$ cat config.mk
export PLATFORM = sky130hd
export DESIGN_NAME = cram_loader
export DESIGN_NICKNAME = d
export VERILOG_FILES = /design/src/rtl/cram_pkg.sv /design/src/rtl/cram_word_asm.sv /design/src/rtl/cram_loader.sv
export SDC_FILE = /design/constraint.sdc
export NUM_CORES = 1
export LEC_CHECK = 0
export ABC_AREA = 1
export ABC_CLOCK_PERIOD_IN_PS = 1500
export BUFFER_PORTS_ARGS = -buffer_cell sky130_fd_sc_hd__clkbuf_2
export CAP_MARGIN = 25
export CORE_UTILIZATION = 41
export DETAILED_ROUTE_END_ITERATION = 10
export PLACE_DENSITY = 0.71
export SLEW_MARGIN = 15
export SYNTH_ARGS = -nofsm -noshare
export SYNTH_HDL_FRONTEND = slang
export SYNTH_SLANG_ARGS = --single-unit
$ cat constraint.sdc
create_clock -name clock -period 1.5 [get_ports clock]
set_input_delay 0.15 -clock clock [delete_from_list [all_inputs] [get_ports clock]]
set_output_delay 0.15 -clock clock [all_outputs]
set_load 0.01 [all_outputs]
$ cat src/rtl/cram_pkg.sv
// Shared types and constants for the constant-memory loader.
package cram_pkg;

    localparam int unsigned CM_AW  = 3;
    localparam int unsigned CM_DW  = 20;
    localparam int unsigned BYTE_W = 8;
    localparam int unsigned CNT_W  = 3;

    // Default constant-table indices used by the processor.
    localparam logic [CM_AW-1:0] SRC_BASE  = 3'd3;
    localparam logic [CM_AW-1:0] DST_BASE  = 3'd4;
    localparam logic [CM_AW-1:0] SRC_LAST  = 3'd5;
    localparam logic [CM_AW-1:0] SRC_WIDTH = 3'd6;

    typedef enum logic [2:0] {
        ST_IDLE = 3'd0,
        ST_B0   = 3'd1,
        ST_B1   = 3'd2,
        ST_B2   = 3'd3,
        ST_WR   = 3'd4,
        ST_CK   = 3'd5,
        ST_DONE = 3'd6
    } cram_state_t;

    // Next constant-memory address, wrapping at the top of the table.
    function automatic logic [CM_AW-1:0] addr_next(input logic [CM_AW-1:0] a);
        return a + CM_AW'(1);
    endfunction

endpackage

$ cat src/rtl/cram_word_asm.sv
// Little-endian byte-to-20-bit word assembler with a bytes-received count.
module cram_word_asm
    import cram_pkg::*;
(
    input  logic              clock,
    input  logic              reset,
    input  logic              clear,
    input  logic              byte_en,
    input  logic [BYTE_W-1:0] byte_in,
    output logic [CM_DW-1:0]  word,
    output logic              hi_nib_err_c
);

    logic [1:0] idx_q;

    // Third byte carries only four data bits; a nonzero upper nibble is an error.
    assign hi_nib_err_c = byte_en && (idx_q == 2'd2) && (byte_in[7:4] != 4'h0);

    // Place each accepted byte into its lane of the word.
    always_ff @(posedge clock) begin
        if (reset) begin
            word  <= '0;
            idx_q <= 2'd0;
        end else if (clear) begin
            idx_q <= 2'd0;
        end else if (byte_en) begin
            case (idx_q)
                2'd0: begin
                    word[7:0] <= byte_in;
                    idx_q     <= 2'd1;
                end
                2'd1: begin
                    word[15:8] <= byte_in;
                    idx_q      <= 2'd2;
                end
                default: begin
                    word[19:16] <= byte_in[3:0];
                    idx_q       <= 2'd0;
                end
            endcase
        end
    end

endmodule

$ cat src/rtl/cram_loader.sv
// Constant-memory loader: assembles a byte stream into 20-bit words and writes
// them to consecutive constant-memory entries, then pulses done.
// Optional trailing XOR checksum byte: define CRAM_LOADER_CHECKSUM_EN.
module cram_loader
    import cram_pkg::*;
#(
    parameter int unsigned START_ADDR = 3,
    parameter int unsigned NUM_WORDS  = 4
)(
    input  logic              clock,
    input  logic              reset,
    input  logic              start,
    input  logic              in_valid,
    input  logic [BYTE_W-1:0] in_data,
    output logic              in_ready,
    output logic              cm_w,
    output logic [CM_AW-1:0]  cm_waddr,
    output logic [CM_DW-1:0]  cm_din,
    output logic              busy,
    output logic              done,
    output logic              err
);

    localparam logic [CNT_W-1:0] LAST_CNT = CNT_W'(NUM_WORDS - 1);
    localparam logic [CM_AW-1:0] START_A  = CM_AW'(START_ADDR);

    cram_state_t       state_q, state_d;
    logic [CNT_W-1:0]  count_q, count_d;
    logic [CM_AW-1:0]  addr_q, addr_d;
    logic              err_d;
    logic              xfer;
    logic              asm_clear;
    logic              byte_en;
    logic              nib_err_c;
`ifdef CRAM_LOADER_CHECKSUM_EN
    logic [BYTE_W-1:0] ck_q, ck_d;
`endif

    assign xfer = in_valid && in_ready;

    cram_word_asm u_asm (
        .clock        (clock),
        .reset        (reset),
        .clear        (asm_clear),
        .byte_en      (byte_en),
        .byte_in      (in_data),
        .word         (cm_din),
        .hi_nib_err_c (nib_err_c)
    );

    // Next-state, counters and error flag.
    always_comb begin
        state_d   = state_q;
        count_d   = count_q;
        addr_d    = addr_q;
        err_d     = err;
        asm_clear = 1'b0;
        byte_en   = 1'b0;
`ifdef CRAM_LOADER_CHECKSUM_EN
        ck_d      = ck_q;
`endif
        case (state_q)
            ST_IDLE: begin
                if (start) begin
                    state_d   = ST_B0;
                    count_d   = '0;
                    addr_d    = START_A;
                    err_d     = 1'b0;
                    asm_clear = 1'b1;
`ifdef CRAM_LOADER_CHECKSUM_EN
                    ck_d      = '0;
`endif
                end
            end
            ST_B0: begin
                if (xfer) begin
                    byte_en = 1'b1;
                    state_d = ST_B1;
                end
            end
            ST_B1: begin
                if (xfer) begin
                    byte_en = 1'b1;
                    state_d = ST_B2;
                end
            end
            ST_B2: begin
                if (xfer) begin
                    byte_en = 1'b1;
                    state_d = ST_WR;
                    if (nib_err_c) err_d = 1'b1;
                end
            end
            ST_WR: begin
                if (count_q == LAST_CNT) begin
`ifdef CRAM_LOADER_CHECKSUM_EN
                    state_d = ST_CK;
`else
                    state_d = ST_DONE;
`endif
                end else begin
                    count_d = count_q + CNT_W'(1);
                    addr_d  = addr_next(addr_q);
                    state_d = ST_B0;
                end
            end
`ifdef CRAM_LOADER_CHECKSUM_EN
            ST_CK: begin
                if (xfer) begin
                    state_d = ST_DONE;
                    if (in_data != ck_q) err_d = 1'b1;
                end
            end
`endif
            ST_DONE: state_d = ST_IDLE;
            default: state_d = ST_IDLE;
        endcase
`ifdef CRAM_LOADER_CHECKSUM_EN
        if (byte_en) ck_d = ck_q ^ in_data;
`endif
    end

    // State, bookkeeping and registered outputs decoded from the next state.
    always_ff @(posedge clock) begin
        if (reset) begin
            state_q  <= ST_IDLE;
            count_q  <= '0;
            addr_q   <= '0;
            err      <= 1'b0;
            in_ready <= 1'b0;
            cm_w     <= 1'b0;
            cm_waddr <= '0;
            busy     <= 1'b0;
            done     <= 1'b0;
`ifdef CRAM_LOADER_CHECKSUM_EN
            ck_q     <= '0;
`endif
        end else begin
            state_q  <= state_d;
            count_q  <= count_d;
            addr_q   <= addr_d;
            err      <= err_d;
            in_ready <= (state_d == ST_B0) || (state_d == ST_B1) ||
                        (state_d == ST_B2) || (state_d == ST_CK);
            cm_w     <= (state_d == ST_WR);
            busy     <= (state_d != ST_IDLE);
            done     <= (state_d == ST_DONE);
            if (state_d == ST_WR) cm_waddr <= addr_q;
`ifdef CRAM_LOADER_CHECKSUM_EN
            ck_q     <= ck_d;
`endif
        end
    end

endmodule

==> results.txt <==
total negative setup slack: 0 ns
final critical-path required period: 1.400 ns
Final setup viols: 0
Cell Area, Synth: 1565 µm²
register area: 782.0 µm²
Crit Path Class: flop to flop
CP required: 1.72 ns
global placement routability congestion: 0.7989
YS warnings: 0
DR DRC count: 0
initial drt markers: 105
Max-Cap Viols: 0
Startpoint Class: flop
clock sinks: 39
Synth Register Bits: 39
Clk pin slew, worst setup/hold paths: 0.07 ns
Pwr Density: 1044 nW/µm²
VDD IR max: 0.6715 mV
CTS tree: yes
total number of vias: 1413
Hold Vio Cnt, Final: 0
sequential area share after synthesis: 0.4988
vias in the first global route: 1317
fmax: 714.4 MHz
Layout Utilization: 0.5246
worst rel slew slack: 0.7880
starting density of the core: 0.4275
die area: 4069 µm²
Antenna diodes: 0
DR vias/cell: 4.839
fin area: 1921 µm²
Worst-Skew Late Latency: 0.28 ns
Tcrit/Tclk final: 0.9331
die height: 63.79 µm
Final WS setup: 0.1003 ns
CTS Buf Count: 5
RSZ-0062 raised after global routing: no
Post-Place Worst Slack: 0.06729 ns
initial antenna violation count: 0
Final HPWL DP: 2.367 mm
maximum clock insertion buffer count: 2
Placed Area: 1813 µm²
Syn Nets: 215
Slew Limit Fails: 0
layout cells sized above 1: 0.2623
Multi-input gate area: 679.4 µm²
first-pass GRT wire length: 5.920 mm
Mapped Cells: 200
core box area: 3661 µm²
outcome: complete, no violations
nets: 259
CTS Root Cell: clkbuf_8
worst clock skew: 0.003657 ns
Syn Area/Cell: 7.826 µm²
I/O pin count: 40
Worst Path Max Fanout: 8
count of different cell masters after synthesis: 19
min-delay worst type: input port to flop
P&R area growth vs syn: 22.70%
Detail Route Antenna Nets: 0
fill cell count: 364
WL per Instance: 11.35 µm
Power Total: 2.006 mW
critical path arrival: 1.62 ns
Worst-Margin Slew: 0.3176 ns
Routed WL: 3.314 mm
row cnt: 22
Congestion Overflow GR: 0
largest net degree at the start of global routing: 25
DR pass1 iterations: 4
Worst Setup End Kind: flop
postcts setup bufs: 0
gr usage total: 0.1875
P_leak: 0.8461 nW
port bufs: 39
htree depth: 2
die width: 63.79 µm
## worst max-delay path: stages (launching register included)
cell     delay, ns
dfxtp_1       0.32
ha_1          0.20
ha_1          0.19
inv_1         0.09
nand3_4       0.10
nand2_4       0.14
inv_2         0.05
nand2_1       0.06
nand2_2       0.07
a21oi_2       0.11
## what timing repair did
action / 4_1_cts / 5_1_grt
hold buffers: 0 / 0
setup endpoints to repair: 0 / 4
resized for setup: 0 / 5
## worst paths after layout
check                  from        endpoint  slack, ns  cells after the start
max reg2reg      count_q[0]        in_ready       0.10                      9
max              count_q[0]        in_ready       0.10                      9
min reg2reg  u_asm.word[17]  u_asm.word[17]       0.46                      2
min              in_data[3]   u_asm.word[3]       0.15                      3
## cells by family after synthesis
family / synth area share
and+or+nand+nor: 0.2694
AOI/OAI and AO/OA: 0.1287
buffers and inverters: 0.07913
adders and majority gates: 0.02398
DFF: 0.4988
## cells in the mapped netlist, drive strengths merged
cell | n | area share
a21oi | 28 | 0.090
dfxtp | 39 | 0.50
buf | 3 | 0.022
nor3 | 1 | 0.010
nand3 | 32 | 0.11
nor2 | 17 | 0.049
ha | 3 | 0.024
o21ai | 11 | 0.035
clkbuf | 5 | 0.012
or2 | 1 | 0.0040
o22ai | 1 | 0.0040
inv | 19 | 0.046
nand2 | 40 | 0.10
## layer usage
layer | track usage | vias up | wire length, µm
met5 | 0 | - | 0
met4 | 0.07670 | 0 | 27
met3 | 0.04107 | 2 | 216
met2 | 0.2673 | 43 | 1454
met1 | 0.2706 | 626 | 1616
li1 | - | 742 | -
## flip-flops by register name, summed over array words and instances, names as in the netlist
signal	count
addr_q	3
busy	1
cm_w	1
cm_waddr	3
count_q	3
done	1
err	1
in_ready	1
state_q	3
u_asm.idx_q	2
u_asm.word	20
## layout by cell type, fill, tap and decap left out
cell      netlist  final
nand2_4         0      1
ha_1            3      3
inv_1          18     18
o22ai_1         1      1
o21ai_1         1      1
o21ai_0        10     10
nor2_2          2      2
clkinv_2        0      1
clkbuf_2        0     39
a21oi_2         0      1
nand2_2         3      3
inv_2           1      1
a21oi_1        28     27
nor3_4          1      1
nand3_4         0      1
clkbuf_8        0      6
or2_0           1      1
dfxtp_1        39     38
buf_4           0      6
nor2_4          1      1
nand3_1        31     31
dfxtp_2         0      1
nor2_1         14     14
nand2_1        37     36
## power breakdown
group	internal, mW	leakage (nW)	switching [mW]
clock network	0.360	0.0470	0.336
logic	0.0766	0.482	0.140
registers	1.07	0.317	0.0234
## layout make-up
type,instances,share of cell area
Sequential cell,39,0.4072
Multi-Input combinational cell,134,0.3537
Timing Repair Buffer,45,0.1251
Clock buffer,6,0.04300
Inverter,19,0.03713
Tap cell,48,0.03127
Clock inverter,1,0.002606
## metrics by stage
stage / hold slack [ns] / cells
floorplan: 0.3144 / 200
global placement: 0.4465 / 285
detailed placement: 0.4416 / 285
CTS: 0.1401 / 292
global route: 0.1518 / 292
finish: 0.1467 / 292
No activity file was read; power rests on OpenSTA's default activity.
